$ cat src/rtl/game_sequencer.sv
// -----------------------------------------------------------------------------
// game_sequencer
//
// Top-level game flow controller for the paddle game. It walks the player
// through the following screens:
//   home -> serve hold -> play -> level clear -> ... -> game over
// It also keeps the level number, the per-level hit score and the game-total
// score. Both scores are held as two BCD digits so they can drive a display
// directly.
//
// Optional feature:
//   `define GAME_SEQUENCER_PAUSE_EN
//       Enables the PAUSE state, entered and left with the P key.
//       Without it, P is ignored and pause is tied low.
//
// Parameters:
//   MAX_LEVEL      last playable level number
//   HITS_PER_LEVEL hits needed to clear a level (1..99)
//   MISS_LIMIT     misses in one level that end the game (1..15)
//   READY_FRAMES   frames the ball is held before each serve (1..255)
//
// Ports:
//   Clk              system clock (50 MHz)
//   Reset_n          asynchronous active-low reset
//   frame_clk        vertical sync, asynchronous to Clk
//   keycode          USB HID keycode, 0x00 = no key
//   hit / miss       paddle hit / ball missed this frame
//   level_rst        holds the ball and paddle datapath in reset
//   show_home_screen selects the welcome image
//   pause            freezes motion
//   game_over        end-of-game indicator
//   lvl_num          current level, binary
//   score            hits in the current level, BCD
//   total_score      hits in the whole game, BCD
//   state            FSM state encoding, for debug
// -----------------------------------------------------------------------------
module game_sequencer #(
  parameter int MAX_LEVEL      = 4,
  parameter int HITS_PER_LEVEL = 5,
  parameter int MISS_LIMIT     = 3,
  parameter int READY_FRAMES   = 60
) (
  input  logic       Clk,
  input  logic       Reset_n,
  input  logic       frame_clk,
  input  logic [7:0] keycode,
  input  logic       hit,
  input  logic       miss,
  output logic       level_rst,
  output logic       show_home_screen,
  output logic       pause,
  output logic       game_over,
  output logic [7:0] lvl_num,
  output logic [7:0] score,
  output logic [7:0] total_score,
  output logic [2:0] state
);

  typedef enum logic [2:0] {
    HOME       = 3'd0,
    SERVE      = 3'd1,
    PLAY       = 3'd2,
    PAUSE      = 3'd3,
    LEVEL_DONE = 3'd4,
    GAME_OVER  = 3'd5
  } state_t;

  localparam logic [7:0] KEY_ENTER = 8'h28;
  localparam logic [7:0] KEY_ESC   = 8'h29;
`ifdef GAME_SEQUENCER_PAUSE_EN
  localparam logic [7:0] KEY_P     = 8'h13;
`endif

  // Clear target in BCD so it can be compared directly with the BCD score.
  localparam logic [7:0] HITS_BCD  = 8'(((HITS_PER_LEVEL / 10) * 16) + (HITS_PER_LEVEL % 10));
  localparam logic [7:0] MAX_LVL8  = 8'(MAX_LEVEL);
  localparam logic [3:0] MISS_LIM4 = 4'(MISS_LIMIT);
  localparam logic [7:0] READY8    = 8'(READY_FRAMES);

  state_t      cur_state;
  state_t      nxt_state;
  logic [7:0]  lvl_r;
  logic [7:0]  lvl_n;
  logic [7:0]  score_r;
  logic [7:0]  score_n;
  logic [7:0]  total_r;
  logic [7:0]  total_n;
  logic [3:0]  miss_cnt;
  logic [3:0]  miss_n;
  logic [7:0]  frame_cnt;
  logic [7:0]  frame_n;

  logic        frame_s1;
  logic        frame_s2;
  logic        frame_s3;
  logic        tick;

  logic [7:0]  key_prev;
  logic        key_armed;
  logic        enter_press;
  logic        esc_press;
`ifdef GAME_SEQUENCER_PAUSE_EN
  logic        p_press;
`endif

  // Two-flop synchronizer for frame_clk, then a registered rising-edge
  // detector. The tick is one Clk wide and appears three Clk edges after
  // the frame_clk edge.
  always_ff @(posedge Clk or negedge Reset_n) begin
    if (!Reset_n) begin
      frame_s1 <= 1'b0;
      frame_s2 <= 1'b0;
      frame_s3 <= 1'b0;
      tick     <= 1'b0;
    end else begin
      frame_s1 <= frame_clk;
      frame_s2 <= frame_s1;
      frame_s3 <= frame_s2;
      tick     <= frame_s2 & ~frame_s3;
    end
  end

  // Key history. key_armed stays low for the first cycle after reset so a
  // key already held at reset release never counts as a fresh press.
  always_ff @(posedge Clk or negedge Reset_n) begin
    if (!Reset_n) begin
      key_prev  <= 8'h00;
      key_armed <= 1'b0;
    end else begin
      key_prev  <= keycode;
      key_armed <= 1'b1;
    end
  end

  // A press fires only when the keycode changes to the target value from any
  // other value. These signals feed state registers only, never an output.
  assign enter_press = key_armed && (keycode == KEY_ENTER) && (key_prev != KEY_ENTER);
  assign esc_press   = key_armed && (keycode == KEY_ESC)   && (key_prev != KEY_ESC);
`ifdef GAME_SEQUENCER_PAUSE_EN
  assign p_press     = key_armed && (keycode == KEY_P)     && (key_prev != KEY_P);
`endif

  // Two-digit BCD increment that sticks at 99 instead of wrapping.
  function automatic logic [7:0] bcd_inc(input logic [7:0] v);
    logic [7:0] r;
    if (v == 8'h99)
      r = v;
    else if (v[3:0] == 4'd9)
      r = {v[7:4] + 4'd1, 4'd0};
    else
      r = {v[7:4], v[3:0] + 4'd1};
    return r;
  endfunction

  // State and datapath registers.
  always_ff @(posedge Clk or negedge Reset_n) begin
    if (!Reset_n) begin
      cur_state <= HOME;
      lvl_r     <= 8'h00;
      score_r   <= 8'h00;
      total_r   <= 8'h00;
      miss_cnt  <= 4'd0;
      frame_cnt <= 8'h00;
    end else begin
      cur_state <= nxt_state;
      lvl_r     <= lvl_n;
      score_r   <= score_n;
      total_r   <= total_n;
      miss_cnt  <= miss_n;
      frame_cnt <= frame_n;
    end
  end

  // Next-state and datapath update. Key presses are checked before the frame
  // tick, so a key that changes state swallows a coincident tick.
  always_comb begin
    nxt_state = cur_state;
    lvl_n     = lvl_r;
    score_n   = score_r;
    total_n   = total_r;
    miss_n    = miss_cnt;
    frame_n   = frame_cnt;
    case (cur_state)
      HOME: begin
        if (enter_press) begin
          nxt_state = SERVE;
          lvl_n     = 8'd1;
          score_n   = 8'h00;
          total_n   = 8'h00;
          miss_n    = 4'd0;
          frame_n   = READY8;
        end
      end
      SERVE: begin
        if (esc_press)
          nxt_state = HOME;
        else if (frame_cnt == 8'd0)
          nxt_state = PLAY;
        else if (tick)
          frame_n = frame_cnt - 8'd1;
      end
      PLAY: begin
        if (esc_press) begin
          nxt_state = HOME;
`ifdef GAME_SEQUENCER_PAUSE_EN
        end else if (p_press) begin
          nxt_state = PAUSE;
`endif
        end else if (tick) begin
          // A hit wins over a simultaneous miss; the miss is dropped.
          if (hit) begin
            score_n = bcd_inc(score_r);
            total_n = bcd_inc(total_r);
            if (score_n == HITS_BCD)
              nxt_state = LEVEL_DONE;
          end else if (miss) begin
            miss_n = miss_cnt + 4'd1;
            if (miss_n == MISS_LIM4) begin
              nxt_state = GAME_OVER;
            end else begin
              nxt_state = SERVE;
              frame_n   = READY8;
            end
          end
        end
      end
`ifdef GAME_SEQUENCER_PAUSE_EN
      PAUSE: begin
        if (esc_press)
          nxt_state = HOME;
        else if (p_press)
          nxt_state = PLAY;
      end
`endif
      LEVEL_DONE: begin
        if (tick) begin
          if (lvl_r == MAX_LVL8) begin
            nxt_state = GAME_OVER;
          end else begin
            nxt_state = SERVE;
            lvl_n     = lvl_r + 8'd1;
            score_n   = 8'h00;
            miss_n    = 4'd0;
            frame_n   = READY8;
          end
        end
      end
      GAME_OVER: begin
        if (enter_press)
          nxt_state = HOME;
      end
      default: nxt_state = HOME;
    endcase
  end

  // Outputs come from registers only. The ball is held in reset everywhere
  // except live play and pause, so pausing keeps the ball where it is.
  assign show_home_screen = (cur_state == HOME);
  assign level_rst        = (cur_state != PLAY) && (cur_state != PAUSE);
  assign game_over        = (cur_state == GAME_OVER);
`ifdef GAME_SEQUENCER_PAUSE_EN
  assign pause            = (cur_state == PAUSE);
`else
  assign pause            = 1'b0;
`endif
  assign lvl_num          = lvl_r;
  assign score            = score_r;
  assign total_score      = total_r;
  assign state            = cur_state;

endmodule

$ cat config.mk
export PLATFORM = sky130hd
export DESIGN_NAME = game_sequencer
export DESIGN_NICKNAME = d
export VERILOG_FILES = /design/src/rtl/game_sequencer.sv
export SDC_FILE = /design/constraint.sdc
export NUM_CORES = 1
export LEC_CHECK = 0
export CAP_MARGIN = 20
export CORE_AREA = 3 3 82 84
export DETAILED_ROUTE_END_ITERATION = 6
export DIE_AREA = 0 0 85 87
export GPL_TIMING_DRIVEN = 0
export PLACE_DENSITY = 0.78
export SLEW_MARGIN = 15
export SYNTH_ARGS = -nofsm -noshare
export SYNTH_HDL_FRONTEND = slang
export SYNTH_SLANG_ARGS = --single-unit
$ cat constraint.sdc
create_clock -name Clk -period 2.2 [get_ports Clk]
set_clock_uncertainty 0.2 [all_clocks]
set_input_delay 0.44 -clock Clk [delete_from_list [all_inputs] [get_ports Clk]]
set_output_delay 0.44 -clock Clk [all_outputs]
set_load 0.05 [all_outputs]
Word-level counts from Yosys, hierarchy flattened
Index checks and enable logic that the tools add are counted.
{ "word_totals": {"register_bits": 52, "in_bits": 13, "word_cells": 132, "output_inout_bits": 31} }
{ "op_classes": {"bitwise": 2, "n_mux": 56, "add_sub_neg": 7, "eq_ne": 36, "n_reduce_logical": 18} }
{ "ops": {"columns": ["operator", "count"], "rows": [
  ["8-bit 2-to-1 mux", 31],
  ["3-bit 2-to-1 mux", 12],
  ["8-bit one-hot mux with 2 select lines", 2],
  ["8-bit one-hot mux with 4 select lines", 1],
  ["4-bit 2-to-1 mux", 7],
  ["2-bit inequality test, second input constant", 13],
  ["8-bit one-hot mux with 3 select lines", 1],
  ["7-bit AND reduction", 3],
  ["4-bit by 1-bit adder with 4-bit output, second input constant", 5],
  ["8-bit by 3-bit equality test with 1-bit output, second input constant", 2],
  ["8-bit by 6-bit equality test with 1-bit output, second input constant", 2],
  ["8-bit equality test, second input constant", 2],
  ["8-bit by 6-bit inequality test with 1-bit output, second input constant", 2],
  ["3-bit one-hot mux with 5 select lines", 1],
  ["4-bit one-hot mux with 3 select lines", 1],
  ["12-bit AND reduction", 1],
  ["8-bit by 1-bit adder with 8-bit output, second input constant", 1],
  ["4-bit equality test, second input constant", 2],
  ["8-bit logical NOT", 1],
  ["4-bit inequality test, second input constant", 2],
  ["8-bit AND reduction", 1],
  ["8-bit by 1-bit subtractor with 8-bit output, second input constant", 1],
  ["3-bit equality test, second input constant", 2],
  ["3-bit by 2-bit inequality test with 1-bit output, second input constant", 2],
  ["14 further kinds", 21]
]} }

Longest topological paths before layout
{ "logic_depth": {"word_depth": 13, "ltp_mapped": 9, "mapped_depth_nobuf": 8} }

Least setup slack after synthesis
Ideal clock, no wire load.
{ "synth_timing": {"kind": "register -> register", "start": "register cur_state[0] (netlist: state[0])", "end": "register cur_state[1] (netlist: state[1])", "t_required_ps": 1879, "setup_time_ps": 121, "setup_slack_ps": -436, "path_buffers": 1, "arrival_ps": 2316, "synth_period_minus_slack_ps": 2636, "stages_incl_launch_ff": 7, "cell_sequence": "dfrtp_1 clkbuf_8 or2b_2 nor2_1 a32oi_2 o2bb2a_1 nor2_1"} }
{ "synth_via": {"elab_chain_len": 3, "elab_cells_between_ends": 14, "classes_between": "eq/ne (11); mux (1); reduce/logical (2)"} }
{ "synth_lines": {"columns": ["item", "line", "source"], "rows": [
  ["from (decl)", "80", "state_t cur_state;"],
  ["from (signal assigned)", "165", "cur_state <= nxt_state;"],
  ["3-bit equality test *", null, null],
  ["via game_over", "52", "output logic game_over,"],
  ["2-bit by 1-bit inequality test with 1-bit output (no line)", null, null],
  ["7-bit AND reduction (no line)", null, null]
]} }
The timed path passes the listed nets; every way through them passes the cells marked *.
A chain may end at the register's enable or synchronous reset.

Worst setup path in the final report
{ "layout_timing": {"start": "register frame_cnt[3]", "end": "register cur_state[1] (netlist: state[1])"} }
{ "layout_via": {"elab_chain_len": 3} }
{ "layout_lines": {"columns": ["item", "line", "source"], "rows": [
  ["from (decl)", "90", "logic [7:0] frame_cnt;"],
  ["from (signal assigned)", "170", "frame_cnt <= frame_n;"],
  ["8-bit logical NOT", "197", "else if (frame_cnt == 8'd0)"],
  ["3-bit inequality test (no line)", null, null],
  ["7-bit AND reduction (no line)", null, null]
]} }
Every way passes these cells.

==> impl_metrics.json <==
{
  "post_dp_cell_area_mm2": 0.00356,
  "cts_buffers": 5,
  "h-tree-depth": 2,
  "firstDrtPassIters": 6,
  "yosysWarnings": 0,
  "hold_violations": 0,
  "yosys_register_bits": 52,
  "fillers": 417,
  "die_w_um": 85,
  "failed_checks": "negative setup slack",
  "syn_nets": 336,
  "synth_area_mm2": 0.00296,
  "nets": 412,
  "grtUsageTotal": 0.206,
  "dieHeight_um": 87,
  "period_needed_ns": 2.39,
  "clock_path_buffers": 2,
  "multi_input_area_mm2": 0.00189,
  "wl_per_cell_um": 18.3,
  "vias": 2803,
  "synth_top_area_share": 0.439,
  "seq_area_mm2": 0.00132,
  "layout-drive-gt1-share": 0.365,
  "n_antenna_cell": 0,
  "syn_inst": 309,
  "die_area_mm2": 0.00740,
  "fin_crit_sh": 1.09,
  "crit_start": "frame_cnt[3]$_DFFE_PN0P_",
  "crit_fanout": 3,
  "leakage_nw": 1.82,
  "coreArea_mm2": 0.00599,
  "relSlewSlack": 0.608,
  "final_common_cell": "dfrtp_1",
  "synthArstFlopShare": 1.00,
  "synth.distinct_cells": 70,
  "syn_area_per_cell_um2": 9.58,
  "num_io_pins": 44,
  "vdd_ir_drop_max_uv": 706,
  "hpwlAfterDp_um": 4910,
  "cts_tree": "done",
  "start_util": 0.494,
  "viasPerCell": 6.08,
  "drv_cap": 0,
  "worstPathArrival_ns": 2.45,
  "crit_required_ns": 2.26,
  "setup_viol_count_final": 14,
  "synth-edff-count": 0,
  "io_buffers": 42,
  "final_cell_mix": "40 x dfrtp_1, 26 x nor2_1, 23 x buf_4",
  "setup_slack_ns": -0.195,
  "clkTransAtPathRegs_ns": 0.10,
  "status": "finished, violations left",
  "cts_root_buf": "clkbuf_8",
  "fmax_mhz": 418,
  "drv_slew": 0,
  "min-delay-start": "keycode[2]",
  "antenna_found_initial": 0,
  "drt_wl_total_um": 8450,
  "final_cell_area_mm2": 0.00418,
  "drc_errors": 0,
  "grt_overflow_total": 0,
  "powerDensity_mw_per_mm2": 979,
  "endpoint_kind": "flop",
  "ant_nets": 0,
  "ys_seq_area_frac": 0.439,
  "num_rows": 28,
  "grt_max_degree": 30,
  "critPathKind": "flop to flop",
  "clock_latency_ns": 0.32,
  "synthFlopType": "dfrtp_1",
  "holdCritPathClass": "input port to flop",
  "clock-sinks": 52,
  "first_iter_violations": 212,
  "grt_pass1_vias": 2569,
  "synth_top_cell_by_area": "dfrtp_1",
  "rsz0062_at_grt": "true",
  "gp_congestion": 0.842,
  "area_growth_pct": 41.0,
  "startpoint_type": "flop",
  "power_mw": 4.09,
  "tightestPinTransition_ns": 0.589,
  "grt_pass1_wl_um": 12300,
  "synthTopCellsByArea": "dfrtp_1 44%, ha_1 5.9%, o21ai_0 4.4%, nor2_1 3.9%, nand2_1 3.2%",
  "regToRegStartpoint": "frame_cnt[3]$_DFFE_PN0P_"
}
-- metal layers --
layer  GRT usage  up-vias  share of wire
met2       0.343      110           0.50
met3      0.0331       26          0.053
met5           0        -              0
met1       0.277     1377           0.41
li1            -     1290              -
met4      0.0633        0          0.034
-- path summary, 6_finish.rpt --
check	cells past startpoint	slack (ns)	to
worst max-delay path	6	-0.19	state[1]$_DFFE_PN0P_
worst min-delay path	1	0.06	key_prev[2]$_DFF_PN0_
worst max register to register	6	-0.19	state[1]$_DFFE_PN0P_
worst min register to register	0	0.16	frame_s2$_DFF_PN0_
max in group asynchronous	3	0.78	score[0]$_DFFE_PN0P_
min in group asynchronous	2	0.45	total_score[3]$_DFFE_PN0P_
-- registers in the layout, summed over array words and instances, names as in the netlist --
register     flops
frame_s3         1
frame_s1         1
lvl_num          8
key_prev         8
miss_cnt         4
total_score      8
score            8
key_armed        1
state            3
frame_s2         1
frame_cnt        8
tick             1
-- critical path, cell delays in order (launching register included) --
cell      delay, ns
dfrtp_1        0.39
or4_4          0.54
or4b_4         0.53
a32oi_2        0.26
buf_4          0.17
o2bb2a_4       0.16
nor2_2         0.07
-- what timing repair did --
action / CTS / global route
pin swaps: 17 / 38
endpoints found under the setup margin: 57 / 49
hold buffers: 1 / 0
gates resized for setup: 74 / 83
setup buffers: 15 / 12
endpoints found under the hold margin: 23 / 0
cloned: 1 / 0
-- kinds of logic (layout without fill, tap and decap cells) --
logic type                 Yosys count  in the layout  share of synthesized area
DFF                                 52             52                      0.439
buffers and inverters               23            100                     0.0431
AOI/OAI and AO/OA                   84             84                      0.193
and+or+nand+nor                    124            124                      0.231
other                                2              2                    0.00254
adders and majority gates           14             14                     0.0591
xor gates and xnor gates             7              7                     0.0207
muxes                                3              3                     0.0110
-- cell usage after synthesis (2+ instances only) --
| master | count |
|---|---|
| o41ai_1 | 4 |
| nand3b_1 | 2 |
| or4_1 | 2 |
| mux2_2 | 2 |
| o221ai_1 | 2 |
| nor4_1 | 4 |
| o21ai_0 | 26 |
| a211oi_1 | 2 |
| nand2b_1 | 2 |
| nor2_1 | 31 |
| nand4b_1 | 2 |
| o211ai_1 | 3 |
| xnor2_1 | 6 |
| nand2_1 | 25 |
| inv_1 | 11 |
| nand3_1 | 11 |
| dfrtp_1 | 52 |
| nor2b_1 | 3 |
| nor3_1 | 12 |
| clkbuf_8 | 3 |
| or3_1 | 2 |
| nand4_1 | 6 |
| clkbuf_1 | 6 |
| a31oi_1 | 3 |
| or2_2 | 3 |
| nor4b_1 | 2 |
| conb_1 | 2 |
| a21oi_1 | 17 |
| o31ai_1 | 9 |
| ha_1 | 14 |
-- power breakdown --
part	leakage (nW)	internal [mW]	total (mW)	switching [mW]
sequential	0.631	1.08	1.25	0.165
combinational	1.14	0.822	2.26	1.43
clock	0.0491	0.235	0.587	0.353
-- layout make-up --
cell class	instances	area share
clock inverters	3	0.00629
inverters	11	0.00989
clock buffers	5	0.0165
well taps	75	0.0225
plain buffers	10	0.0228
multi-input cells	234	0.452
repair buffers	71	0.155
flip-flops and latches	52	0.315
-- per-stage QoR --
stage | TNS, ns | util | hold WS [ns] | setup slack (ns) | std cells
final | -1.56 | 0.697 | 0.0636 | -0.195 | 461
after detailed placement | -23.75 | 0.595 | 0.141 | -0.841 | 427
after global routing | -3.32 | 0.697 | 0.0601 | -0.263 | 461
after global placement | -80.31 | 0.592 | 0.135 | -1.26 | 426
after CTS | -1.65 | 0.646 | 0.156 | -0.218 | 449
after floorplan | -0.994 | - | -0.0556 | -0.200 | 309
Note: power is estimated with default switching activity, not from simulation.
